<file path="src/rtl/adc_pkg.sv">
// adc_pkg: shared definitions for the serial ADC front end.
//   - ADC_W / BIT_CNT_W: conversion word and bit counter widths
//   - adc_state_e: sampler FSM state encoding
//   - min_period / eff_period: shortest legal conversion-to-conversion spacing
package adc_pkg;

    localparam int unsigned ADC_W     = 16;
    localparam int unsigned BIT_CNT_W = 5;

    typedef enum logic [2:0] {
        StIdle,
        StSelect,
        StShift,
        StDeselect,
        StDone
    } adc_state_e;

    // A full conversion occupies 34*clk_div+2 cycles including the valid cycle.
    function automatic int unsigned min_period(input int unsigned clk_div);
        return 34 * clk_div + 2;
    endfunction

    function automatic int unsigned eff_period(input int unsigned clk_div,
                                               input int unsigned period);
        return (period < min_period(clk_div)) ? min_period(clk_div) : period;
    endfunction

endpackage

</file>
<file path="src/rtl/adc_sampler_sclk_tick_gen.sv">
// sclk_tick_gen: divides the system clock into SCLK half-period ticks.
//   clk   system clock
//   rst   asynchronous active-high reset
//   en    count enable; counter is held at zero while low
//   tick  one-cycle pulse in the last cycle of each CLK_DIV-cycle half-period
module sclk_tick_gen #(
    parameter int unsigned CLK_DIV = 4
) (
    input  logic clk,
    input  logic rst,
    input  logic en,
    output logic tick
);

    localparam int unsigned CNT_W = (CLK_DIV > 1) ? $clog2(CLK_DIV) : 1;
    localparam logic [CNT_W-1:0] CNT_MAX = CNT_W'(CLK_DIV - 1);

    logic [CNT_W-1:0] cnt;
    logic [CNT_W-1:0] cnt_next;

    assign tick = en && (cnt == CNT_MAX);

    always_comb begin
        cnt_next = cnt;
        if (!en || tick) begin
            cnt_next = '0;
        end else begin
            cnt_next = cnt + 1'b1;
        end
    end

    always_ff @(posedge clk or posedge rst) begin
        if (rst) begin
            cnt <= '0;
        end else begin
            cnt <= cnt_next;
        end
    end

endmodule

</file>
<file path="src/rtl/adc_sampler.sv">
// adc_sampler: 3-wire serial ADC front end producing a parallel 16-bit result.
//   clk        system clock
//   rst        asynchronous active-high reset
//   enable     periodic conversion mode enable
//   start      one-shot conversion request (ignored while busy)
//   adc_miso   serial data from the ADC, sampled as SCLK rises, MSB first
//   adc_cs_n   ADC chip select, active low
//   adc_sclk   ADC serial clock, idles low
//   adc_data   last completed conversion result
//   adc_valid  one-cycle pulse when adc_data updates
//   busy       high from conversion start through the adc_valid cycle
module adc_sampler
    import adc_pkg::*;
#(
    parameter int unsigned CLK_DIV       = 4,
    parameter int unsigned SAMPLE_PERIOD = 1000
) (
    input  logic             clk,
    input  logic             rst,
    input  logic             enable,
    input  logic             start,
    input  logic             adc_miso,
    output logic             adc_cs_n,
    output logic             adc_sclk,
    output logic [ADC_W-1:0] adc_data,
    output logic             adc_valid,
    output logic             busy
);

    localparam int unsigned PERIOD = eff_period(CLK_DIV, SAMPLE_PERIOD);
    localparam int unsigned PCNT_W = $clog2(PERIOD);
    localparam logic [PCNT_W-1:0] PCNT_MAX = PCNT_W'(PERIOD - 1);
    localparam logic [BIT_CNT_W-1:0] BITS_ALL = BIT_CNT_W'(ADC_W);

    adc_state_e           state, state_next;
    logic                 cs_n_next;
    logic                 sclk_next;
    logic [ADC_W-1:0]     data_next;
    logic                 valid_next;
    logic                 busy_next;
    logic [ADC_W-1:0]     shift_reg, shift_next;
    logic [BIT_CNT_W-1:0] bit_cnt, bit_cnt_next;
    logic [PCNT_W-1:0]    period_cnt, period_next;

    logic tick_en;
    logic tick;
    logic period_hit;
    logic trigger;

    assign tick_en = (state == StSelect) || (state == StShift) || (state == StDeselect);

    sclk_tick_gen #(
        .CLK_DIV(CLK_DIV)
    ) u_tick (
        .clk (clk),
        .rst (rst),
        .en  (tick_en),
        .tick(tick)
    );

    // The periodic trigger is not gated by busy: the clamped period guarantees
    // it only lands once the previous valid cycle has passed.
    assign period_hit = enable && (period_cnt == PCNT_MAX);
    assign trigger    = (start && !busy) || period_hit;

    always_comb begin
        state_next   = state;
        cs_n_next    = adc_cs_n;
        sclk_next    = adc_sclk;
        data_next    = adc_data;
        valid_next   = 1'b0;
        busy_next    = busy;
        shift_next   = shift_reg;
        bit_cnt_next = bit_cnt;

        unique case (state)
            StIdle: begin
                busy_next = 1'b0;
                if (trigger) begin
                    state_next   = StSelect;
                    cs_n_next    = 1'b0;
                    busy_next    = 1'b1;
                    shift_next   = '0;
                    bit_cnt_next = '0;
                end
            end
            StSelect: begin
                if (tick) begin
                    state_next = StShift;
                end
            end
            StShift: begin
                if (tick) begin
                    if (!adc_sclk) begin
                        // Capture on the edge that raises SCLK; data is stable
                        // since the ADC drove it on the previous falling edge.
                        sclk_next    = 1'b1;
                        shift_next   = {shift_reg[ADC_W-2:0], adc_miso};
                        bit_cnt_next = bit_cnt + 1'b1;
                    end else begin
                        sclk_next = 1'b0;
                        if (bit_cnt == BITS_ALL) begin
                            state_next = StDeselect;
                            cs_n_next  = 1'b1;
                        end
                    end
                end
            end
            StDeselect: begin
                if (tick) begin
                    state_next = StDone;
                end
            end
            StDone: begin
                data_next  = shift_reg;
                valid_next = 1'b1;
                state_next = StIdle;
            end
            default: begin
                state_next = StIdle;
                cs_n_next  = 1'b1;
                sclk_next  = 1'b0;
                busy_next  = 1'b0;
            end
        endcase
    end

    always_comb begin
        period_next = period_cnt;
        if (!enable) begin
            period_next = '0;
        end else if ((state == StIdle && trigger) || period_cnt == PCNT_MAX) begin
            period_next = '0;
        end else begin
            period_next = period_cnt + 1'b1;
        end
    end

    always_ff @(posedge clk or posedge rst) begin
        if (rst) begin
            state      <= StIdle;
            adc_cs_n   <= 1'b1;
            adc_sclk   <= 1'b0;
            adc_data   <= '0;
            adc_valid  <= 1'b0;
            busy       <= 1'b0;
            shift_reg  <= '0;
            bit_cnt    <= '0;
            period_cnt <= '0;
        end else begin
            state      <= state_next;
            adc_cs_n   <= cs_n_next;
            adc_sclk   <= sclk_next;
            adc_data   <= data_next;
            adc_valid  <= valid_next;
            busy       <= busy_next;
            shift_reg  <= shift_next;
            bit_cnt    <= bit_cnt_next;
            period_cnt <= period_next;
        end
    end

endmodule

</file>
<file path="config.mk">
export PLATFORM = sky130hd
export DESIGN_NAME = adc_sampler
export DESIGN_NICKNAME = d
export VERILOG_FILES = /design/src/rtl/adc_pkg.sv /design/src/rtl/adc_sampler_sclk_tick_gen.sv /design/src/rtl/adc_sampler.sv
export SDC_FILE = /design/constraint.sdc
export NUM_CORES = 1
export LEC_CHECK = 0
export CAP_MARGIN = 20
export CORE_UTILIZATION = 48
export CTS_CLUSTER_SIZE = 25
export DETAILED_ROUTE_END_ITERATION = 16
export GPL_TIMING_DRIVEN = 1
export PLACE_DENSITY = 0.68
export SLEW_MARGIN = 10
export SYNTH_ARGS = -nofsm -noshare
export SYNTH_HDL_FRONTEND = slang
export SYNTH_HIERARCHICAL = 1
export SYNTH_SLANG_ARGS = --single-unit
</file>
<file path="constraint.sdc">
create_clock -name clk -period 2.7 [get_ports clk]
set_clock_uncertainty 0.1 [all_clocks]
set_input_delay 0.81 -clock clk [delete_from_list [all_inputs] [get_ports clk]]
set_output_delay 0.81 -clock clk [all_outputs]
set_load 0.05 [all_outputs]
</file>
==> impl_metrics.csv, run 1 <==
group,metric,value,unit
setup_path,worst_setup_path_start_kind,"flip-flop",
cells_and_area,layout-drive-gt1-share,18.4,%
global_route,grt_max_degree,39,
synth,synth_edf_count,0,
global_route,antenna_found_initial,0,
timing,max_freq,387,MHz
global_route,grt_pass1_vias,1702,
timing,worst_slew_pin_slew,527,ps
setup_path,crit_buf_inv,1,
timing,grt_setup_unrepaired,"no",
hold_path,min_path_type,"reg -> reg",
run,drv_cap,0,
floorplan,die_y,73.1,um
setup_path,worst_setup_path_end_kind,"primary output",
placement,gp_congestion,0.893,
route,vias,1661,
synth,synth_ff_type,"dfrtp_1",
floorplan,die_area,5340,um2
synth,ys_seq_area_share,57.8,%
route,drtIter0Drc,70,
synth,syn_area_per_cell,12.2,um2
route,viasPerCell,5.63,
floorplan,initial_utilization,50.7,%
clock_network,clockBufferDepth,2,
synth,yosys_warnings,6,
setup_path,crit_chain,"clkdlybuf4s50_1",
setup_path,path_delay_family,"buffers and inverters",
clock_network,post_cts_resized,0,
global_route,met2_usage,33.0,%
timing,fin_crit_sh,95.7,%
global_route,grt_usage,20.4,%
route,antenna_left,0,
route,dr.pass1.iters,5,
timing,setup_viol,0,
floorplan,rows,25,
timing,hold_violations,0,
clock_network,cts_setup_buffers,0,
floorplan,coreArea,4790,um2
global_route,grt_pass1_wl,8240,um
route,routed_wl,4740,um
hold_path,holdPathEnd,"period_cnt[0]",
power_and_ir_drop,p_leak,1.35,nW
synth,synth_cells,198,
synth,synth-seq-cells,56,
clock_network,cts_sinks,56,
placement,hpwlAfterDp,3250,um
global_route,grt_most_used_layer,"met2",
timing,hold_slack,363,ps
cells_and_area,fin_nets,236,
setup_path,cp_slowest_cell,"clkdlybuf4s50_1",
global_route,grtUsageMet1,27.3,%
setup_path,critical_path_class,"reg -> out",
floorplan,ioPinCount,25,
global_route,met3_usage,4.97,%
power_and_ir_drop,power,0.00136,W
timing,tns,0,ps
setup_path,rr_worst_depth,7,
setup_path,rrSetupSlack,520,ps
clock_network,postCtsHoldBufs,0,
synth,synth.distinct_cells,41,
global_route,grt_overflow_total,0,
clock_network,path_clk_slew,100,ps
synth,ys_async_sr_fraction,100,%
clock_network,root_buffer,"clkbuf_8",
cells_and_area,diodes,0,
timing,period_minus_slack,2580,ps
timing,slew_viol_final,0,
route,drc,0,
cells_and_area,fillers,390,
hold_path,hold_path_startpoint,"period_cnt[0]",
power_and_ir_drop,ir_drop,376,uV
cells_and_area,area.growth.synth_to_final,18.3,%
synth,synth_area,2420,um2
clock_network,cts_tree,"built",
timing,slew_headroom,64.4,%
placement,numPortBuffers,24,
setup_path,worstPathRequired,1790,ps
route,post_drt_wl_per_cell,16.1,um
hold_path,hold_path_depth,1,
setup_path,path_max_fanout,3,
clock_network,clock_latency,300,ps
setup_path,worstReg2RegStart,"state[0]",
clock_network,cts_buffers,5,
cells_and_area,final_util,59.9,%
power_and_ir_drop,p_per_area,474,nW/um2
outcome,outcome,"complete, no violations",
clock_network,htree_levels,2,
floorplan,die_w,73.1,um
setup_path,max_stage_delay,810,ps
setup_path,timing.rr.end,"state[0]",
setup_path,arrival,1670,ps
synth,synth_nets,207,
==> cells by family after synthesis <==
kind of cell	count (synthesis)	share of synthesized area (%)
flip-flops	56	57.8
adder cells (fa/ha/maj)	4	2.06
multiplexers	17	7.89
buffers and inverters	15	2.94
AO/OA/AOI/OAI	33	10.8
AND/OR/NAND/NOR	64	15.2
XOR/XNOR	9	3.25
==> synth_stat cells, types with 2 or more instances <==
| cell type | count | area share, % |
|---|---|---|
| a211oi_1 | 2 | 0.62 |
| a21oi_1 | 2 | 0.41 |
| a22o_1 | 19 | 6.9 |
| a31oi_1 | 2 | 0.52 |
| and2_1 | 2 | 0.52 |
| and3_1 | 3 | 0.77 |
| buf_2 | 3 | 0.62 |
| clkbuf_1 | 4 | 0.62 |
| dfrtp_1 | 55 | 57 |
| ha_1 | 4 | 2.1 |
| inv_1 | 6 | 0.93 |
| mux2_2 | 17 | 7.9 |
| nand2_1 | 8 | 1.2 |
| nand2b_1 | 4 | 1.0 |
| nand3_1 | 3 | 0.62 |
| nand3b_1 | 2 | 0.62 |
| nand4_1 | 4 | 1.0 |
| nor2_1 | 18 | 2.8 |
| nor3_1 | 7 | 1.4 |
| o21ai_0 | 4 | 0.83 |
| or2_2 | 2 | 0.52 |
| xnor2_1 | 7 | 2.5 |
| xor2_1 | 2 | 0.72 |
==> layout by cell type, fill, tap and decap left out, types with 2 or more instances in the layout <==
cell type / n
a211oi_1: 2
a21oi_1: 2
a22o_1: 19
a31oi_1: 2
and2_1: 2
and3_1: 3
buf_12: 2
buf_4: 5
clkbuf_8: 5
clkdlybuf4s50_1: 24
dfrtp_1: 55
ha_1: 4
inv_1: 5
mux2_2: 17
nand2_1: 8
nand2b_1: 4
nand3_1: 3
nand3b_1: 2
nand4_1: 4
nor2_1: 18
nor3_1: 7
o21ai_0: 4
or2_2: 2
xnor2_1: 7
xor2_1: 2
==> how the worst max path moves through the flow <==
| stage | from | endpoint | slack [ps] | cells past startpoint |
|---|---|---|---|---|
| after floorplan | enable | shift_reg[0] | 360 | 5 |
| after global placement | enable | shift_reg[11] | -90 | 6 |
| after detailed placement | enable | shift_reg[6] | -130 | 6 |
| after CTS | adc_cs_n | adc_cs_n | 100 | 1 |
| after global routing | adc_cs_n | adc_cs_n | 90 | 1 |
| final | adc_cs_n | adc_cs_n | 120 | 1 |
==> report_power, final <==
group	switching [W]	internal, W	total, W	leakage (nW)
clock	0.000270	0.000186	0.000456	0.0485
sequential	0.00000797	0.000848	0.000856	0.733
combinational	0.0000288	0.0000182	0.0000470	0.569
total	0.000307	0.00105	0.00136	1.35
==> cell type report <==
class / instances / area [um2] / share of cell area, %
Multi-Input combinational cell: 127 / 951 / 33.1
Inverter: 6 / 22.5 / 0.785
Timing Repair Buffer: 31 / 318 / 11.1
Clock inverter: 3 / 22.5 / 0.785
Sequential cell: 56 / 1400 / 48.9
Clock buffer: 5 / 68.8 / 2.40
Tap cell: 67 / 83.8 / 2.92
==> per-stage QoR <==
step / setup WS, ps / cells / instance area (um2)
4_1_cts: 105 / 295 / 2870
2_1_floorplan: 362 / 198 / 2420
6_report: 117 / 295 / 2870
5_1_grt: 86.9 / 295 / 2870
3_3_place_gp: -94.7 / 287 / 2780
3_5_place_dp: -128 / 287 / 2780
==> per-layer routing <==
layer	share of wire [%]	vias to the layer above
met2	49	48
met3	3.1	4
met1	47	837
met4	0.87	0
li1	-	772
met5	0	-
Note: power is estimated with default switching activity, not from simulation.
==> inputs of run 2 (changes only) <==
--- a/config.mk
+++ b/config.mk
@@ -10,7 +10,7 @@
 export CTS_CLUSTER_SIZE = 25
 export DETAILED_ROUTE_END_ITERATION = 16
 export GPL_TIMING_DRIVEN = 1
-export PLACE_DENSITY = 0.68
+export PLACE_DENSITY = 0.69
 export SLEW_MARGIN = 10
 export SYNTH_ARGS = -nofsm -noshare
 export SYNTH_HDL_FRONTEND = slang
==> impl_metrics.csv, run 2 (synthesis gave the netlist of run 1 again) <==
group,metric,value,unit
cells_and_area,layout-drive-gt1-share,19.5,%
global_route,grt_overflow_total,0,
timing,grt_setup_unrepaired,"no",
setup_path,path_max_fanout,3,
cells_and_area,stdcell_count,298,
cells_and_area,fin_nets,239,
floorplan,coreArea,4790,um2
placement,numPortBuffers,24,
cells_and_area,multi_input_area,951,um2
setup_path,worst_setup_path_end_kind,"primary output",
power_and_ir_drop,p_per_area,475,nW/um2
hold_path,min_path_type,"reg -> reg",
outcome,outcome,"complete, no violations",
timing,setup_viol,0,
route,highest_layer,"met4",
route,drc,0,
timing,slew_headroom,65.6,%
power_and_ir_drop,pwr-share-seq,62.8,%
timing,tns,0,ps
power_and_ir_drop,p_switching,0.000310,W
clock_network,post_cts_resized,0,
timing,hold_slack,367,ps
placement,place_inst,290,
clock_network,postCtsHoldBufs,0,
route,vias,1641,
placement,pre_cts_ws,-151,ps
route,routed_wl,4540,um
run,drv_cap,0,
power_and_ir_drop,ir_drop,277,uV
placement,gp_congestion,0.845,
timing,max_freq,387,MHz
power_and_ir_drop,swShare,22.8,%
setup_path,arrival,1670,ps
setup_path,crit_buf_inv,1,
timing,hold_violations,0,
global_route,grt_max_degree,31,
floorplan,ioPinCount,25,
route,met1Wirelength,2020,um
cells_and_area,diodes,0,
setup_path,cp_slowest_cell,"clkdlybuf4s50_1",
cells_and_area,fillers,411,
setup_path,crit_chain,"clkdlybuf4s50_1",
setup_path,path_delay_family,"buffers and inverters",
floorplan,die_y,73.1,um
floorplan,die_area,5340,um2
timing,period_minus_slack,2580,ps
timing,worst_slew_pin_slew,510,ps
floorplan,initial_utilization,50.7,%
global_route,antenna_found_initial,0,
setup_path,critical_path_class,"reg -> out",
route,post_drt_wl_per_cell,15.2,um
timing,final.setup.worst_slack,116,ps
clock_network,cts_tree,"built",
power_and_ir_drop,power,0.00136,W
power_and_ir_drop,power.internal,0.00105,W
placement,hpwlAfterDp,3170,um
route,drtIter0Drc,85,
cells_and_area,seq_area,1400,um2
power_and_ir_drop,p_leak,1.35,nW
global_route,grt_pass1_wl,7800,um
route,viasPerCell,5.51,
route,wl_met3,177,um
floorplan,rows,25,
clock_network,cts_buffers,5,
clock_network,cts_sinks,56,
setup_path,max_stage_delay,810,ps
power_and_ir_drop,p_comb_share,3.3,%
route,dr.pass1.iters,4,
setup_path,worst_setup_path_start_kind,"flip-flop",
clock_network,clock_latency,310,ps
clock_network,path_clk_slew,100,ps
timing,slew_viol_final,0,
floorplan,die_w,73.1,um
clock_network,root_buffer,"clkbuf_8",
power_and_ir_drop,pwr-share-clk,33.9,%
route,antenna_left,0,
clock_network,clockBufferDepth,2,
cells_and_area,final_common_cell,"dfrtp_1",
global_route,grt_pass1_vias,1691,
route,wl_met2,2280,um
clock_network,htree_levels,2,
cells_and_area,area.growth.synth_to_final,18.2,%
timing,fin_crit_sh,95.7,%
clock_network,cts_setup_buffers,0,
global_route,grt_usage,19.2,%
setup_path,worstPathRequired,1790,ps
cells_and_area,final_cell_mix,"dfrtp_1, clkdlybuf4s50_1, a22o_1, nor2_1, mux2_2",
run 2: cell types whose count changed in the layout (fill, tap and decap cells not counted), sizes merged:
cell,change
buf,+3
run 2: path summary, 6_finish.rpt:
check	startpoint	end	slack, ps	depth (start not counted)
hold reg to reg	u_tick/cnt[0]	u_tick/cnt[0]	370	1
setup / recovery	adc_cs_n	adc_cs_n	120	1
min in group asynchronous	rst	u_tick/cnt[1]	590	2
max in group asynchronous	rst	adc_cs_n	1380	3
hold / removal	u_tick/cnt[0]	u_tick/cnt[0]	370	1
setup reg to reg	state[0]	state[0]	550	7
run 2: routing by layer:
layer / up-vias / global-route usage (%)
met5: - / 0
met4: 0 / 5.88
met3: 9 / 4.42
met2: 36 / 31.2
met1: 820 / 25.6
li1: 776 / -
run 2: area by class of cell:
| type | instances | share of cell area, % |
|---|---|---|
| tap | 67 | 2.92 |
| inverter | 6 | 0.786 |
| clock buffer | 5 | 2.40 |
| multi-input combinational | 127 | 33.2 |
| timing repair buffer | 34 | 11.0 |
| clock inverter | 3 | 0.786 |
| sequential | 56 | 48.9 |
run 2: power groups by stage:
stage          Sequential [W]  Clock (W)  Combinational [W]
5_1_grt              0.000857   0.000508          0.0000525
2_1_floorplan        0.000872          0          0.0000268
3_3_place_gp         0.000871          0          0.0000449
3_5_place_dp         0.000872          0          0.0000469
4_1_cts              0.000855   0.000477          0.0000470
6_report             0.000855   0.000461          0.0000456
run 2: per-stage QoR:
| step | area (um2) | utilization [%] |
|---|---|---|
| 3_3_place_gp | 2780 | 58.0 |
| 3_5_place_dp | 2780 | 58.0 |
| 5_1_grt | 2870 | 59.9 |
| 2_1_floorplan | 2420 | - |
| 4_1_cts | 2870 | 59.9 |
| 6_report | 2870 | 59.9 |
==> inputs of run 3 (changes only) <==
--- a/config.mk
+++ b/config.mk
@@ -11,6 +11,7 @@
 export DETAILED_ROUTE_END_ITERATION = 16
 export GPL_TIMING_DRIVEN = 1
 export PLACE_DENSITY = 0.69
+export REMOVE_ABC_BUFFERS = 1
 export SLEW_MARGIN = 10
 export SYNTH_ARGS = -nofsm -noshare
 export SYNTH_HDL_FRONTEND = slang
==> constraint.sdc (replaced) <==
create_clock -name clk -period 3 [get_ports clk]
set_clock_uncertainty 0.1 [all_clocks]
set_input_delay 0.9 -clock clk [delete_from_list [all_inputs] [get_ports clk]]
set_output_delay 0.9 -clock clk [all_outputs]
set_load 0.05 [all_outputs]
==> impl_metrics.csv, run 3 (synthesis gave the netlist of run 1 again) <==
group,metric,value,unit
outcome,outcome,"complete, no violations",
route,post_drt_wl_per_cell,14.4,um
power_and_ir_drop,pwr-share-clk,32.8,%
clock_network,cts_sinks,56,
power_and_ir_drop,power.internal,0.000946,W
setup_path,cp_slowest_cell,"clkdlybuf4s50_1",
clock_network,clock_latency,300,ps
timing,tns,0,ps
route,wl_met2,2050,um
route,wl_met3,148,um
timing,max_freq,377,MHz
global_route,grt_max_degree,35,
power_and_ir_drop,ir_drop,262,uV
clock_network,cts_setup_buffers,0,
cells_and_area,fillers,398,
power_and_ir_drop,p_switching,0.000262,W
cells_and_area,final_util,59.4,%
global_route,antenna_found_initial,0,
power_and_ir_drop,pwr-share-seq,63.7,%
power_and_ir_drop,p_per_area,425,nW/um2
power_and_ir_drop,p_leak,1.33,nW
cells_and_area,final_cell_mix,"dfrtp_1, clkdlybuf4s50_1, a22o_1, nor2_1, mux2_2",
setup_path,max_stage_delay,800,ps
cells_and_area,diodes,0,
setup_path,arrival,1650,ps
route,viasPerCell,5.42,
timing,fin_crit_sh,88.5,%
floorplan,die_y,73.1,um
placement,place_area,2760,um2
global_route,grt_pass1_wl,7200,um
timing,slew_headroom,46.6,%
power_and_ir_drop,swShare,21.7,%
floorplan,ioPinCount,25,
hold_path,min_path_type,"reg -> reg",
cells_and_area,final_common_cell,"dfrtp_1",
route,drc,0,
route,dr.pass1.iters,4,
run,drv_cap,0,
setup_path,critical_path_class,"reg -> out",
setup_path,path_delay_family,"buffers and inverters",
placement,place_inst,284,
placement,gp_congestion,0.814,
setup_path,crit_buf_inv,1,
cells_and_area,layout-drive-gt1-share,16.9,%
floorplan,die_w,73.1,um
clock_network,htree_levels,2,
power_and_ir_drop,p_comb_share,3.4,%
cells_and_area,area.growth.synth_to_final,17.3,%
global_route,grt_overflow_total,0,
global_route,grt_usage,17.4,%
placement,hpwlAfterDp,2950,um
timing,hold_violations,0,
hold_path,hold_path_depth,1,
setup_path,path_max_fanout,3,
cells_and_area,fin_nets,233,
setup_path,rr_worst_depth,4,
clock_network,clockBufferDepth,2,
setup_path,worst_setup_path_start_kind,"flip-flop",
route,highest_layer,"met4",
timing,period_minus_slack,2650,ps
setup_path,worstPathRequired,2000,ps
floorplan,coreArea,4790,um2
setup_path,crit_chain,"clkdlybuf4s50_1",
clock_network,post_cts_resized,0,
timing,grt_setup_unrepaired,"no",
route,antenna_left,0,
route,routed_wl,4210,um
route,vias,1582,
floorplan,initial_utilization,50.7,%
clock_network,root_buffer,"clkbuf_8",
clock_network,path_clk_slew,100,ps
timing,slew_viol_final,0,
clock_network,cts_buffers,5,
timing,worst_slew_pin_slew,801,ps
timing,setup_viol,0,
floorplan,rows,25,
clock_network,cts_tree,"built",
cells_and_area,seq_area,1400,um2
setup_path,cp.depth,1,
global_route,grt_pass1_vias,1517,
route,met1Wirelength,1990,um
route,drtIter0Drc,85,
cells_and_area,multi_input_area,951,um2
placement,numPortBuffers,24,
setup_path,worst_setup_path_end_kind,"primary output",
cells_and_area,final_area,2840,um2
clock_network,postCtsHoldBufs,0,
floorplan,die_area,5340,um2
cells_and_area,stdcell_count,292,
## run 3: power groups by stage
stage	clock [W]	sequential [W]	combinational, W
finish	0.000396	0.000770	0.0000414
global route	0.000446	0.000771	0.0000470
CTS	0.000416	0.000770	0.0000432
detailed placement	0	0.000785	0.0000428
global placement	0	0.000784	0.0000411
floorplan	0	0.000785	0.0000238
## run 3: path summary, 6_finish.rpt
check | end | slack, ps | startpoint
worst min-delay path | u_tick/cnt[0] | 370 | u_tick/cnt[0]
min in group asynchronous | u_tick/cnt[1] | 710 | rst
worst max register to register | bit_cnt[0] | 670 | state[2]
worst max-delay path | adc_cs_n | 350 | adc_cs_n
max in group asynchronous | shift_reg[4] | 1420 | rst
worst min register to register | u_tick/cnt[0] | 370 | u_tick/cnt[0]
## run 3: metal layers
layer	up-vias	global-route usage, %
met5	-	0
met4	0	3.27
met3	2	4.42
met2	26	27.3
met1	794	24.8
li1	760	-
## run 3: layout make-up
cell class / count / share of cell area (%)
Sequential cell: 56 / 49.3
Multi-Input combinational cell: 127 / 33.4
Timing Repair Buffer: 28 / 10.4
Tap cell: 67 / 2.95
Clock buffer: 6 / 2.55
Inverter: 6 / 0.792
Clock inverter: 2 / 0.572
## run 3: metrics by stage
step | total power (W) | hold WS [ps] | worst slack, ps
after floorplan | 0.000809 | 329 | 535
after global placement | 0.000825 | 340 | 116
after detailed placement | 0.000827 | 361 | 65.0
after CTS | 0.00123 | 373 | 336
after global routing | 0.00126 | 383 | 310
final | 0.00121 | 367 | 345
==> RTL change 1: new RTL, flow settings as in run 2 <==
Re-encode `adc_state_e` (5 states) as one-hot, 5 bits wide.
--- a/src/rtl/adc_pkg.sv
+++ b/src/rtl/adc_pkg.sv
@@ -9,8 +9,8 @@
 
-    typedef enum logic [2:0] {
-        StIdle,
-        StSelect,
-        StShift,
-        StDeselect,
-        StDone
+    typedef enum logic [4:0] {
+        StIdle     = 5'b00001,
+        StSelect   = 5'b00010,
+        StShift    = 5'b00100,
+        StDeselect = 5'b01000,
+        StDone     = 5'b10000
     } adc_state_e;
Function: no difference found for any inputs over 10 cycles, from zero or initial values and one cycle with rst high; not proved beyond that.
==> RTL change 1 against run 2 <==
  * Synthesized area is 11% higher
  * Global-route usage grew 0.13 points
  * Setup slack got worse by 0.0017 ns
  * Sequential cell count increased by 2
  * Wire length grew 12%
  * Cell area is 14% higher
  * Critical endpoint unchanged
  * Highest routed layer unchanged
Power is not compared: it rests on default switching activity, and its combinational part moved more than twofold at a synthesized area within 25%.
==> RTL change 1: results (changes against run 2) <==
- Reg clk slew, reported paths: 0.06 ns (was 0.10 ns)
- Worst Hold Class: reg2reg (unchanged)
- Cts repair resizes: 0 (unchanged)
- Slowest stage delay, CP: 0.80 ns
- Root Buffer: clkbuf_8 (unchanged)
- CP max FO: 2 (was 3)
- Fillers: 421 (was 411)
- DRT iter0 DRCs: 46 (was 85)
- Post-CTS Setup Bufs: 0 (unchanged)
- Crit-path leading delay family: buffers and inverters (unchanged)
- Status: finished clean (unchanged)
- Leak pwr: 0.00152 uW
- Antenna violations before repair: 0 (unchanged)
- Cell Area, Placed: 0.00304 mm2 (was 0.00278 mm2)
- Longest Clk Path Bufs: 2 (unchanged)
- Asr flop ratio synth: 100% (unchanged)
- CTS HTree Levels: 3 (was 2)
- Ant. Diodes: 0 (unchanged)
- Drt wl/cell: 15.3 um (was 15.2 um)
- Mapped Nets: 235 (was 207)
- I/O Buffers: 24 (unchanged)
- Synth Warn #: 6 (unchanged)
- Peak VDD IR: 0.445 mV
- First-pass GRT wire length: 8640 um (was 7800 um)
- Pin count of the biggest net entering global routing: 45 (was 31)
- Primary FF master, synth: dfrtp_1 (unchanged)
- Ratio of cells with drive above 1 in the final layout: 26.2% (was 19.5%)
- Drt first pass iters: 4 (unchanged)
- GP Congestion: 0.770 (was 0.845)
- GRT Total Usage: 19.3% (was 19.2%)
- Vias: 1819 (was 1641)
- Worst path arrival time: 1.68 ns
- Dpl hpwl: 3340 um (was 3170 um)
- Register area share after synthesis: 53.9% (was 57.8%)
- Slew @ Worst Pin: 0.508 ns (was 0.510 ns)
- Slowest-stage cell, CP: clkdlybuf4s50_1 (unchanged)
- CTS Buf Count: 9 (was 5)
- NumNets Final: 268 (was 239)
- Vias in the first global route: 1809 (was 1691)
- Clk_lat worst skew: 0.33 ns (was 0.31 ns)
- Synth unique cells: 48 (was 41)
- Synth top area cells: dfrtp_1 52%, mux2_2 7.5%, a22o_2 3.7%, a22o_1 3.2%, nor2_1 2.8% (was dfrtp_1 57%, mux2_2 7.9%, a22o_1 6.9%, nor2_1 2.8%, xnor2_1 2.5%)
- Synth cell count leaders: 56 x dfrtp_1, 20 x nor2_1, 18 x mux2_2, 11 x o21ai_0 (was 55 x dfrtp_1, 19 x a22o_1, 18 x nor2_1, 17 x mux2_2, 8 x nand2_1)
## RTL change 1: layout make-up
class | instances | area [um2] | area share, %
Clock buffer | 13 | 159 | 4.87
Clock inverter | 2 | 60.1 | 1.84
Inverter | 8 | 30.0 | 0.921
Multi-Input combinational cell | 150 | 1160 | 35.5
Sequential cell | 58 | 1450 | 44.6
Tap cell | 70 | 87.6 | 2.69
Timing Repair Buffer | 32 | 313 | 9.59
## RTL change 1: cells by family after synthesis
group                    count (synthesis)  synth area share, %
AO/OA/AOI/OAI                           45                 14.6
XOR/XNOR                                12                 3.89
adder cells (fa/ha/maj)                  4                 1.85
buffers and inverters                   18                 3.25
flip-flops                              58                 53.9
multiplexers                            18                 7.51
AND/OR/NAND/NOR                         71                 15.0
## RTL change 1: path summary, 6_finish.rpt
kind,start,endpoint,slack [ns],cells after the start
max reg2reg,state[1],adc_cs_n,0.47,8
max,adc_cs_n,adc_cs_n,0.11,1
min reg2reg,u_tick/cnt[0],u_tick/cnt[0],0.35,1
max in group asynchronous,rst,adc_cs_n,1.25,3
min,u_tick/cnt[0],u_tick/cnt[0],0.35,1
min in group asynchronous,rst,u_tick/cnt[1],0.58,2
## RTL change 1: power breakdown
group / switching [uW] / internal [uW] / leakage, uW / total [uW]
clock network: 322 / 566 / 0.000110 / 888
registers: 75.3 / 942 / 0.000798 / 1020
logic: 443 / 295 / 0.000607 / 738
total: 840 / 1800 / 0.00152 / 2640
## RTL change 1: metrics by stage
stage,worst slack [ns],cells,utilization [%]
final,0.114,333,61.9
after global placement,0.262,318,57.7
after global routing,0.0871,333,61.9
after floorplan,0.366,226,-
after CTS,0.0986,333,61.9
after detailed placement,0.244,318,57.7
## RTL change 1: per-layer routing
layer	up-vias	GRT usage [%]	part of all wire, %
li1	879	-	-
met5	-	0	0
met2	31	29.9	46
met1	901	24.8	48
met4	0	7.36	1.6
met3	8	6.79	4.1
==> RTL change 2: new RTL, settings of run 2 <==
Without the edit above. Set the parameter `SAMPLE_PERIOD` to 250 (it was 1000).
--- a/src/rtl/adc_sampler.sv
+++ b/src/rtl/adc_sampler.sv
@@ -15,3 +15,3 @@
     parameter int unsigned CLK_DIV       = 4,
-    parameter int unsigned SAMPLE_PERIOD = 1000
+    parameter int unsigned SAMPLE_PERIOD = 250
 ) (
Formal check against the unedited RTL: no difference found for any inputs over 10 cycles, from zero or initial values and one cycle with rst high; that may be too few to reach the edited logic, so the function may still have changed.
==> RTL change 2 against run 2 <==
  * The flow now finishes with violations (DRC)
  * Setup slack gained 0.025 ns
  * First-iteration DRC count increased by 45%
  * Core utilization up 0.93 points
  * Critical path depth unchanged
  * Synthesized area is 5.1% lower
  * Cell count is 12% lower
  * Wire length decreased by 15%
  * Sequential cell count fell by 2
  * Cell area fell by 5.1%
Power is not compared: it rests on default switching activity, and its combinational part moved more than twofold at a synthesized area within 25%.
==> RTL change 2: results (changes against run 2) <==
- Status: finished, violations left (was finished clean)
- Failing checks: DRC
- Mapped Avg Cell Area: 12.9 um2 (was 12.2 um2)
- NumNets Final: 219 (was 239)
- Area of the multi-input gates: 872 um2 (was 951 um2)
- Ant. Diodes: 0 (unchanged)
- FF-to-FF Start: state[0] (unchanged)
- Longest Clk Path Bufs: 2 (unchanged)
- Placed cell count: 254 (was 290)
- CP max FO: 3 (unchanged)
- Pin count of the biggest net entering global routing: 30 (was 31)
- Ratio of cells with drive above 1 in the final layout: 16.2% (was 19.5%)
- Synth Warn #: 6 (unchanged)
- Slew @ Worst Pin: 0.499 ns (was 0.510 ns)
- First-pass GRT wire length: 7030 um (was 7800 um)
- Final wirelength: 3840 um (was 4540 um)
- Root Buffer: clkbuf_8 (unchanged)
- CTS HTree Levels: 2 (unchanged)
- Mapped Nets: 189 (was 207)
- Synth cell count leaders: 53 x dfrtp_1, 17 x a22o_1, 14 x nor2_1, 9 x mux2_1, 9 x mux2_2 (was 55 x dfrtp_1, 19 x a22o_1, 18 x nor2_1, 17 x mux2_2, 8 x nand2_1)
- Clk_lat worst skew: 0.31 ns (about the same)
- Primary FF master, synth: dfrtp_1 (unchanged)
- I/O Buffers: 24 (unchanged)
- CTS Buf Count: 5 (unchanged)
- Slowest-stage cell, CP: clkdlybuf4s50_1 (unchanged)
- DRT iter0 DRCs: 123 (was 85)
- Fillers: 356 (was 411)
- Vias/cell: 5.65 (was 5.51)
- Worst Hold Class: reg2reg (unchanged)
- Cell Area, Placed: 0.00261 mm2 (was 0.00278 mm2)
- Register area share after synthesis: 58.8% (was 57.8%)
- Final Non-Filler Cells: 262 (was 298)
- Asr flop ratio synth: 100% (unchanged)
- Synth unique cells: 44 (was 41)
- DRC: 1 (was 0)
- Worst path arrival time: 1.65 ns (was 1.67 ns)
- Adder-cell share of the synthesized area: 2.72% (was 2.06%)
- Vias in the first global route: 1548 (was 1691)
- Slowest stage delay, CP: 0.80 ns
- Cts repair resizes: 0 (unchanged)
- Synth Area in XOR/XNOR: 2.66% (was 3.25%)
- Synth top area cells: dfrtp_1 58%, a22o_1 6.5%, mux2_1 4.4%, mux2_2 4.4%, ha_1 2.7% (was dfrtp_1 57%, mux2_2 7.9%, a22o_1 6.9%, nor2_1 2.8%, xnor2_1 2.5%)
- Dpl hpwl: 2690 um (was 3170 um)
- Antenna violations before repair: 0 (unchanged)
- Worst setup startpoint: adc_cs_n (unchanged)
- Dpl ws: 0.268 ns (was -0.151 ns)
- Reg clk slew, reported paths: 0.09 ns
- GP Congestion: 0.818 (was 0.845)
- Hold_sp: u_tick/cnt[0] (unchanged)
- ANT nets after route: 0 (unchanged)
- Leak pwr: 0.00128 uW
- Drt first pass iters: 10 (was 4)
- Proportion of synthesized area in mux cells: 9.24% (was 7.89%)
- Peak VDD IR: 0.598 mV
- Synth Area in Compound Gates: 12.1% (was 10.8%)
- Post-CTS Setup Bufs: 0 (unchanged)
- GRT Total Usage: 17.7% (was 19.2%)
RTL change 2: per-layer routing:
layer	share of wire, %	vias to the layer above	global-route usage (%)
li1	-	701	-
met1	46	751	22.5
met2	49	22	29.5
met3	2.8	6	4.36
met4	1.6	0	6.67
met5	0	-	0
RTL change 2: final cells by class:
cell class	count	area share [%]
inverters	7	0.966
multi-input cells	110	32.0
flip-flops and latches	54	49.7
clock buffers	5	2.53
clock inverters	3	1.61
repair buffers	31	10.8
well taps	52	2.39
RTL change 2: worst paths after layout:
check	to	cells past startpoint	slack (ns)
setup / recovery	adc_cs_n	1	0.14
hold / removal	u_tick/cnt[0]	1	0.36
setup reg to reg	bit_cnt[2]	8	0.54
hold reg to reg	u_tick/cnt[0]	1	0.36
max in group asynchronous	adc_data[8]	3	1.43
min in group asynchronous	u_tick/cnt[0]	2	0.60
RTL change 2: power by group:
part	switching, uW	internal, uW
clock network	257	278
logic	317	224
registers	100	898
total	674	1400
